File: src/rtl/cacheline_burst_writer.sv
// Write-back adapter: captures one dirty cache line and emits it to burst memory
// as BEATS consecutive beats, then pulses dfp_resp once.
module cacheline_burst_writer #(
    parameter int unsigned LINE_WIDTH = 256,
    parameter int unsigned BEAT_WIDTH = 64
) (
    input  logic                  clk,
    input  logic                  rst,
    input  logic [31:0]           dfp_addr,
    input  logic                  dfp_write,
    input  logic [LINE_WIDTH-1:0] dfp_wdata,
    output logic                  dfp_resp,
    output logic                  busy,
    output logic [31:0]           bmem_addr,
    output logic                  bmem_write,
    output logic [BEAT_WIDTH-1:0] bmem_wdata,
    input  logic                  bmem_ready
);

    localparam int unsigned BEATS      = LINE_WIDTH / BEAT_WIDTH;
    localparam int unsigned BEAT_IDX_W = (BEATS > 1) ? $clog2(BEATS) : 1;
    localparam int unsigned ADDR_W     = 32;
    localparam int unsigned OFFSET_W   = $clog2(LINE_WIDTH / 8);
    localparam logic [BEAT_IDX_W-1:0] LAST_BEAT = BEAT_IDX_W'(BEATS - 1);

    typedef enum logic [1:0] {
        IDLE  = 2'd0,
        BURST = 2'd1,
        RESP  = 2'd2
    } state_t;

    state_t                         state, state_n;
    logic [BEAT_IDX_W-1:0]          beat, beat_n;
    logic [ADDR_W-1:0]              addr_q, addr_n;
    logic [BEATS-1:0][BEAT_WIDTH-1:0] line_q, line_n;

    logic                  resp_n;
    logic                  busy_n;
    logic                  write_n;
    logic [ADDR_W-1:0]     baddr_n;
    logic [BEAT_WIDTH-1:0] bdata_n;

    // Line offset bits are dropped when the address is aligned.
    logic unused_offset;
    assign unused_offset = ^dfp_addr[OFFSET_W-1:0];

    // Next-state, capture and next-output decode.
    always_comb begin
        state_n = state;
        beat_n  = beat;
        addr_n  = addr_q;
        line_n  = line_q;

        case (state)
            IDLE: begin
                if (dfp_write) begin
                    state_n = BURST;
                    beat_n  = '0;
                    addr_n  = {dfp_addr[ADDR_W-1:OFFSET_W], OFFSET_W'(0)};
                    line_n  = dfp_wdata;
                end
            end
            BURST: begin
                // Only the first beat waits for ready; the rest stream back-to-back.
                if ((beat != '0) || bmem_ready) begin
                    beat_n = beat + BEAT_IDX_W'(1);
                    if (beat == LAST_BEAT) begin
                        state_n = RESP;
                    end
                end
            end
            RESP: begin
                state_n = IDLE;
            end
            default: begin
                state_n = IDLE;
            end
        endcase

        write_n = (state_n == BURST);
        resp_n  = (state_n == RESP);
        busy_n  = (state_n != IDLE);
        baddr_n = write_n ? addr_n : '0;
        bdata_n = write_n ? line_n[beat_n] : '0;
    end

    // State, capture registers and registered outputs.
    always_ff @(posedge clk) begin
        if (rst) begin
            state      <= IDLE;
            beat       <= '0;
            addr_q     <= '0;
            line_q     <= '0;
            dfp_resp   <= 1'b0;
            busy       <= 1'b0;
            bmem_write <= 1'b0;
            bmem_addr  <= '0;
            bmem_wdata <= '0;
        end else begin
            state      <= state_n;
            beat       <= beat_n;
            addr_q     <= addr_n;
            line_q     <= line_n;
            dfp_resp   <= resp_n;
            busy       <= busy_n;
            bmem_write <= write_n;
            bmem_addr  <= baddr_n;
            bmem_wdata <= bdata_n;
        end
    end

endmodule

File: config.mk
export PLATFORM = sky130hd
export DESIGN_NAME = cacheline_burst_writer
export DESIGN_NICKNAME = d
export VERILOG_FILES = /design/src/rtl/cacheline_burst_writer.sv
export SDC_FILE = /design/constraint.sdc
export NUM_CORES = 1
export LEC_CHECK = 0
export BUFFER_PORTS_ARGS = -buffer_cell sky130_fd_sc_hd__buf_4
export CORE_MARGIN = 2
export CORE_UTILIZATION = 25
export DETAILED_ROUTE_END_ITERATION = 7
export PLACE_DENSITY_LB_ADDON = 0.1
export SETUP_SLACK_MARGIN = 0.5
export SLEW_MARGIN = 0
export SYNTH_ARGS = -nofsm -noshare
export SYNTH_HDL_FRONTEND = slang
export SYNTH_SLANG_ARGS = --single-unit
File: constraint.sdc
create_clock -name clk -period 2.6 [get_ports clk]
set_clock_uncertainty 0.05 [all_clocks]
set_input_delay 0.13 -clock clk [delete_from_list [all_inputs] [get_ports clk]]
set_output_delay 0.13 -clock clk [all_outputs]
set_load 0.005 [all_outputs]
# Word level (Yosys, flattened, before mapping)
# Cells that the tools add are included.
dict set report classes {
  n_addsub 1
  magnitude_cmp 1
  n_eq_ne 4
  muxes 13
  n_bitwise 1
  reduce_logical 5
}
# cell count
set op_table {}
lappend op_table {{2-to-1 mux 256 bit} 2}
lappend op_table {{binary-select mux 64 bit (select 2 bit)} 1}
lappend op_table {{2-to-1 mux 32 bit} 2}
lappend op_table {{2-to-1 mux 64 bit} 1}
lappend op_table {{2-to-1 mux 2 bit} 5}
lappend op_table {{one-hot mux 2 bit (2 select lines)} 2}
lappend op_table {{equality test 2 x 1 -> 1 bit (second input constant)} 2}
lappend op_table {{equality test 2 bit (second input constant)} 2}
lappend op_table {{nonzero test 2 bit} 2}
lappend op_table {{less-than comparator 2 x 3 -> 1 bit (second input constant)} 1}
lappend op_table {{adder 2 x 1 -> 2 bit (second input constant)} 1}
lappend op_table {{zero test 2 bit} 1}
lappend op_table {{OR reduction 2 bit} 1}
lappend op_table {{logical OR 1 bit} 1}
lappend op_table {{inverter 1 bit} 1}
dict set report word_totals {
  ff_bits 391
  input_bits 292
  out_inout_bits 99
  elab_cells 37
}

# Longest topological paths before layout
# Gate-level depths: netlist of run 1.
dict set report depth {
  ltp_word 7
  ltp_mapped 9
  mapped_depth_nobuf 7
}

# Worst setup path after synthesis of run 1
# OpenSTA, ideal clock, no wires.
dict set report synth_timing {
  kind {reg-to-reg}
  start {register beat[0]}
  end {register bmem_wdata[43]}
  setup_time_ps 92
  t_arrival_ps 1723
  required_ps 2458
  slack_ps 734
  path_stages_with_launch 10
  path_buffers 2
  synth_period_minus_slack_ps 1866
  path_cell_list {dfxtp_1 inv_1 ha_1 nand2b_1 mux2i_1 nand2b_1 buf_2 buf_2 o221ai_1 o32ai_1}
}
dict set report synth_via {
  elab_chain_len 7
  elab_cells_between_ends 15
  cone_classes {add/sub (1); eq/ne (2); mux (8); bitwise (1); reduce/logical (3)}
}
# element line
set synth_rtl {}
lappend synth_rtl {{from (decl)} 33} ;# logic [BEAT_IDX_W-1:0] beat, beat_n;
lappend synth_rtl {{from (signal assigned)} 101} ;# beat <= beat_n;
lappend synth_rtl {{parallel branches: the longest is 7 deep, another holds adder 2 x 1 -> 2 bit} --}
lappend synth_rtl {{to (signal assigned)} 108} ;# bmem_wdata <= bdata_n;
lappend synth_rtl {{to (decl)} 16} ;# output logic [BEAT_WIDTH-1:0] bmem_wdata,
# Parallel ways; which one is timed is not known. The select of a mux whose other input is x is not followed.
# A chain may end at the register's enable or synchronous reset.

# Worst setup path after layout of run 1
dict set report layout_timing {
  start {register beat[1]}
  end {register bmem_wdata[20]}
}
# The elaborated chain is that of the path after synthesis.

==> metrics.md, run 1 <==
| Metric | Value |
|---|---|
| Final net count | around 2700 |
| Total CTS buffers | 47 |
| R2R Setup Slk | around 0.59 ns |
| # setup viols final | 0 |
| Largest net degree at the start of global routing | roughly 140 |
| TritonCTS clock tree | built |
| Reg2reg end | bmem_wdata[20] |
| Fillers | approximately 5900 |
| Post-DR vias/cell | ~4.6 |
| Area of the multi-input gates | around 6300 um2 |
| Fin crit share | approximately 77% |
| Slew headroom | a little under half |
| Top delay family on crit path | simple AND/OR/NAND/NOR gates |
| Final ANT Viol Nets | 0 |
| Hold WC Path Type | input pin to register |
| Cell taking the most area after synthesis | dfxtp_1 |
| Post-synthesis sequential area ratio | ~53% |
| #FFs+latches synth | ~400 |
| Drc violations | 0 |
| Pre-CTS setup slack | 0.277 ns |
| Top cells by area, synth | dfxtp_1, nand2_1, a21oi_1 |
| Later-pin clock latency in the skew report | 0.57 ns |
| PortBufs | a little under 400 |
| Final wirelength | about 60000 um |
| Critical path endpoint category | register |
| Status | completed |
| Dpl hpwl | 35500 um |
| FF-to-FF path depth | 9 |
| Hold EP | line_q[74] |
| Die Height | about 250 um |
| Routed vias | between 10000 and 15000 |
| Hold Crit Depth | 4 |
| CP Launch Type | register |
| Flop pwr share | around two fifths |
| Final TNS setup | 0 ns |
| Most frequent cell after synthesis | nand2_1 |
| Int Power | between 10000 and 15000 uW |
| Min Tclk post-route | 2.01 ns |
| Clk root buf | clkbuf_16 |
| Post-Syn Nets | 2089 |
| All-Layer GR Usage | 18.4% |
| Depth of the CTS H-tree | 2 |
| EDFF count, synth | 0 |
| Worst Path Arrival | 2.40 ns |
| Worst hold slack | slightly above 0.3 ns |
| Avg WL per Cell | ~18 um |
| Setup CP Type | register to register |
| Overflow after GRT | 0 |
| Flip-flop and latch area | between 7000 and 8000 um2 |
| Die Width | 247 um |
| Maxcap violations | 0 |
| Area of the mapped netlist | 14700 um2 |
| Fin. max-slew vios | 0 |
| Setup ws final | roughly 0.59 ns |
| VDD IR max | between 0.4 and 0.5 mV |
| Max Freq | around 500 MHz |
| Worst-path maximum fanout | 40 |
| IO Count | ~390 |
| Rows | 88 |
| R2R Path Start | beat[1] |
| Area Growth Syn to Fin | 59.8% |
| Cells after Synth | between 1500 and 2000 |
| Synth cell count leaders | nand2_1, dfxtp_1, a21oi_1 |
| RSZ-0062 raised after global routing | false |
| Ys flop type | dfxtp_1 |
| Comb power frac | 16.7% |
| Psw | just over 4000 uW |
| Vias in the first global route | 14782 |
| Async set or reset register ratio after synthesis | 0% |
| Worst path required time | between 2 and 3 ns |
| Global-route wire length before repair | 87500 um |
| Syn_area_per_cell | between 8 and 9 um2 |
| Drt pass-1 iters | 5 |
| Total of warnings raised by yosys | 0 |
| Ratio of cells with drive above 1 in the final layout | a little under a quarter |
| Critical Path Max Stage Delay | between 0.3 and 0.4 ns |
| Hold Crit Start | dfp_wdata[74] |
| Static leakage | between 0.009 and 0.01 uW |
| Buf+Inv Stages, Crit Path | 3 |
| Final hold viol count | 0 |
| Power density over cell area | between 600 and 700 nW/um2 |
| Clk slew on worst S/H paths | around 0.06 ns |
| Routability cong. | approximately 0.74 |
| Clock tree sinks | between 300 and 400 |
| First DRT Iteration DRCs | just over 700 |
| Ant. Diodes | 0 |
| Switching share of total power | a little over a quarter |
| Slowest library cell on the worst path | nor4_1 |
| Maximum clock path buffer count | 3 |
| Synth top area share | 53.2% |
| Die area | just over 60000 um2 |
| Synth cell types | 31 |
| Initial Util | 25.4% |
| CORE AREA | 57900 um2 |
| Worst-margin pin slew | between 0.8 and 0.9 ns |
| Clk pwr share | a little over two fifths |
| Initial antenna violation count | 1 |
| Final core occ | around 41% |
| Critical-path cell list | inv_1 > ha_4 > nand2b_4 > mux2i_2 > buf_4 > nor2b_4 > buf_12 > nor4_1 > o32ai_2 |
routing by layer:
layer / routed length, um / vias up / track usage, % / part of all wire (%)
li1: - / 7396 / - / -
met1: 27300 / 7122 / 24.6 / 46
met2: 28600 / 328 / 30.8 / 48
met3: 2580 / 79 / 2.93 / 4.3
met4: 1180 / 0 / 4.78 / 2.0
met5: 0 / - / 0 / 0
worst reg2reg max path: cells and delay by family (launching register included):
family,cells,cell delay [ns]
AO/OA/AOI/OAI,1,0.13
adder cells (fa/ha/maj),1,0.17
buffers and inverters,3,0.40
flip-flops,1,0.35
multiplexers,1,0.23
AND/OR/NAND/NOR,3,0.55
metrics by stage:
stage / power [uW] / instance area [um2] / std cells
final: 15800 / 23500 / 3230
after global routing: 16500 / 23500 / 3230
after CTS: 15900 / 23100 / 3218
after detailed placement: 8760 / 18400 / 2833
after global placement: 8740 / 18400 / 2833
after floorplan: 7680 / 14700 / 1795
kinds of logic after synthesis:
kind of cell | synth area share (%)
simple gates | 23.0
mux | 0.136
buf+inv | 5.78
fa+ha+maj | 0.170
compound gates | 17.8
flops | 53.2
worst max-delay path by stage:
stage | from | to | slack, ns | cells after the start
after floorplan | beat[0] | bmem_wdata[43] | 0.73 | 9
after global placement | beat[0] | bmem_wdata[38] | 0.29 | 8
after detailed placement | beat[0] | bmem_wdata[38] | 0.28 | 8
after CTS | beat[0] | bmem_wdata[12] | 0.50 | 10
after global routing | beat[1] | bmem_wdata[6] | 0.48 | 9
final | beat[1] | bmem_wdata[20] | 0.59 | 9
layout by cell type, fill, tap and decap left out, drive strengths merged:
cell type	netlist	routed
nor2b	1	1
clkbuf	70	75
a21boi	3	3
ha	2	2
mux2i	2	2
nand2b	3	3
o221ai	64	64
nor2	139	139
nor3	3	3
o32ai	64	64
dfxtp	391	391
and2	38	38
nor4	64	64
bufinv	0	2
nand3b	3	3
buf	88	453
a2bb2oi	1	1
dlygate4sd3	0	286
o21ai	2	2
clkinv	0	6
clkinvlp	0	1
nand2	569	569
and2b	1	1
inv	3	8
a21oi	284	284
state kept, by name (all words and copies together), names as in the netlist:
name / flops
busy: 1
bmem_addr: 32
line_q: 256
dfp_resp: 1
beat: 2
bmem_write: 1
state: 2
bmem_wdata: 64
addr_q: 32
area by class of cell:
cell class                 instances  area share (%)
multi-input combinational       1243            26.7
sequential                       391            33.3
tap                              765            4.07
clock inverter                    14           0.601
timing repair buffer             744            29.3
clock buffer                      70            6.00
inverter                           3          0.0479
power groups by stage:
stage / sequential [uW] / clock (uW) / combinational, uW
4_1_cts: 6560 / 6790 / 2530
3_5_place_dp: 6690 / 0 / 2070
2_1_floorplan: 6640 / 0 / 1040
6_report: 6560 / 6600 / 2640
5_1_grt: 6590 / 7040 / 2880
3_3_place_gp: 6690 / 0 / 2050
what timing repair did:
action | in CTS | in global routing
cloned | 4 | 6
pin swaps | 3 | 11
endpoints found under the hold margin | 381 | 0
setup buffers | 11 | 6
hold buffers | 286 | 0
gates resized for setup | 8 | 36
setup endpoints to repair | 70 | 96
Note: power is estimated with default switching activity, not from simulation.
==> run 2: changes to the inputs <==
clock period = 1.94 ns   (was 2.6 ns; I/O delays follow)
==> run 2 against run 1 <==
Wire length increased by 14%. Count of clock-buffer cells in the layout fell by 3. Total power grew 40%. Setup slack lost 0.58 ns. Highest routed layer is now met5.
==> metrics.md, run 2 (synthesis results as in run 1) <==
| Metric | Value |
|---|---|
| Status | completed |
| Int Power | approximately 16000 uW |
| Drc violations | 0 |
| Vias in the first global route | 15670 |
| Clk root buf | clkbuf_16 |
| Psw | 6070 uW |
| Design area | roughly 27000 um2 |
| RSZ-0062 raised after global routing | true |
| Post-DR vias/cell | ~4.8 |
| Setup ws final | 0.0126 ns |
| Buf+Inv Stages, Crit Path | 5 |
| Ratio of cells with drive above 1 in the final layout | between 30 and 40% |
| Initial antenna violation count | 5 |
| Final wirelength | slightly below 70000 um |
| Setup CP Type | register to register |
| First DRT Iteration DRCs | just under 1000 |
| Later-pin clock latency in the skew report | 0.58 ns |
| Die Width | roughly 250 um |
| Total CTS buffers | 46 |
| Avg WL per Cell | just over 20 um |
| Die area | 60800 um2 |
| Final core occ | roughly 46% |
| Die Height | 247 um |
| Depth of the CTS H-tree | 2 |
| Global-route wire length before repair | 94200 um |
| Placed cell count | roughly 2900 |
| Max Freq | slightly above 500 MHz |
| # setup viols final | 0 |
| Overflow after GRT | 0 |
| CP Launch Type | register |
| Maximum clock path buffer count | 3 |
| Most flops, register | line_q |
| Largest net degree at the start of global routing | roughly 150 |
| Non-filler instance count after layout | around 3300 |
| Pre-CTS setup slack | -0.0213 ns |
| Clock tree sinks | about 390 |
| Critical Path Max Stage Delay | approximately 0.35 ns |
| CORE AREA | approximately 58000 um2 |
| Critical-path cell list | inv_4 > ha_4 > nand2b_4 > mux2i_1 > buf_4 > nand2b_4 > buf_12 > buf_12 > clkbuf_16 > o221ai_1 > o32ai_1 |
| Maxcap violations | 0 |
| Drt pass-1 iters | 5 |
| Worst path required time | 2.34 ns |
| TritonCTS clock tree | built |
| Top Registers | line_q: 256 flops, bmem_wdata: 64 flops |
| IO Count | around 390 |
| All-Layer GR Usage | between 20 and 25% |
| Fillers | ~5600 |
| Routability cong. | approximately 0.76 |
| Most frequent cells in the layout | nand2_1, buf_4, dfxtp_1 |
| Critical path endpoint category | register |
| Worst-margin pin slew | approximately 0.90 ns |
| Area Growth Syn to Fin | 81.4% |
| Worst-path maximum fanout | 7 |
| PortBufs | 385 |
| Worst Path Arrival | ~2.3 ns |
| Cell Area, Placed | roughly 19000 um2 |
| Fin. max-slew vios | 0 |
| Static leakage | 0.0109 uW |
| Fin crit share | slightly below 100% |
| Switching share of total power | 27.4% |
| Dpl hpwl | approximately 37000 um |
| Most common cell after layout, fill and taps aside | nand2_1 |
| Final net count | ~2800 |
| Comb power frac | a little over a fifth |
| Final hold viol count | 0 |
| Hold WC Path Type | input pin to register |
| VDD IR max | 0.571 mV |
| Largest register FFs | between 200 and 300 |
| Rows | slightly below 90 |
| Clk slew on worst S/H paths | around 0.060 ns |
| Initial Util | about a quarter |
| Routed vias | approximately 16000 |
| Flop pwr share | between 30 and 40% |
| Clk pwr share | about two fifths |
| Min Tclk post-route | 1.93 ns |
| Slew headroom | 40.0% |
| Power density over cell area | between 800 and 900 nW/um2 |
| Top delay family on crit path | buffers and inverters |
| Slowest library cell on the worst path | dfxtp_4 |
| Total power | between 20000 and 25000 uW |
| Final ANT Viol Nets | 0 |
[run 2: cell types whose count changed in the layout (fill, tap and decap cells not counted), sizes merged, moves of 2 or more]
cell,before,now
clkbuf,75,88
buf,453,544
dlygate4sd3,286,284
diode,0,2
nand2,569,571
clkinv,6,13
[run 2: tightest hold or removal path: stages]
cell	delay, ns
buf_4	0.12
and2b_2	0.24
buf_4	0.11
nor3_1	0.04
[run 2: power groups by stage]
stage / combinational (uW) / clock, uW / sequential (uW)
global placement: 2900 / 0 / 8970
finish: 4670 / 8670 / 8830
CTS: 4040 / 8890 / 8810
global route: 4990 / 9180 / 8870
floorplan: 1460 / 0 / 8900
detailed placement: 2930 / 0 / 8970
[run 2: final cells by class]
class	count	area [um2]	share of cell area (%)
clock inverter	18	143	0.534
tap	765	957	3.58
inverter	3	13.8	0.0515
clock buffer	67	1370	5.13
multi-input combinational	1246	7440	27.9
antenna	2	5.00	0.0187
timing repair buffer	850	8940	33.5
sequential	391	7840	29.3
[run 2: metrics by stage]
stage	hold slack, ns	setup TNS, ns
2_1_floorplan	0.183	0
3_3_place_gp	0.296	-0.00187
3_5_place_dp	0.306	-0.0543
4_1_cts	-0.0354	0
5_1_grt	-0.00672	-1.65
6_report	0.00972	0
[run 2: final timing paths]
check,start,end,slack (ns),cells after the start
worst min-delay path,bmem_ready,state[1],0.01,4
worst max-delay path,beat[0],bmem_wdata[59],0.01,11
worst min register to register,addr_q[30],addr_q[30],0.40,2
worst max register to register,beat[0],bmem_wdata[59],0.01,11
[run 2: repair_timing]
action / 4_1_cts / 5_1_grt
hold buffers: 284 / 1
cloned: 27 / 31
gates resized for setup: 130 / 224
endpoints found under the setup margin: 384 / 383
pin swaps: 45 / 72
setup buffers: 33 / 25
hold endpoints to repair: 381 / 16
[run 2: layer usage]
metal / global-route usage (%) / routed length (um)
met5: 0 / 27
met4: 4.91 / 1320
met3: 3.20 / 3480
met2: 34.0 / 32700
met1: 27.0 / 30300
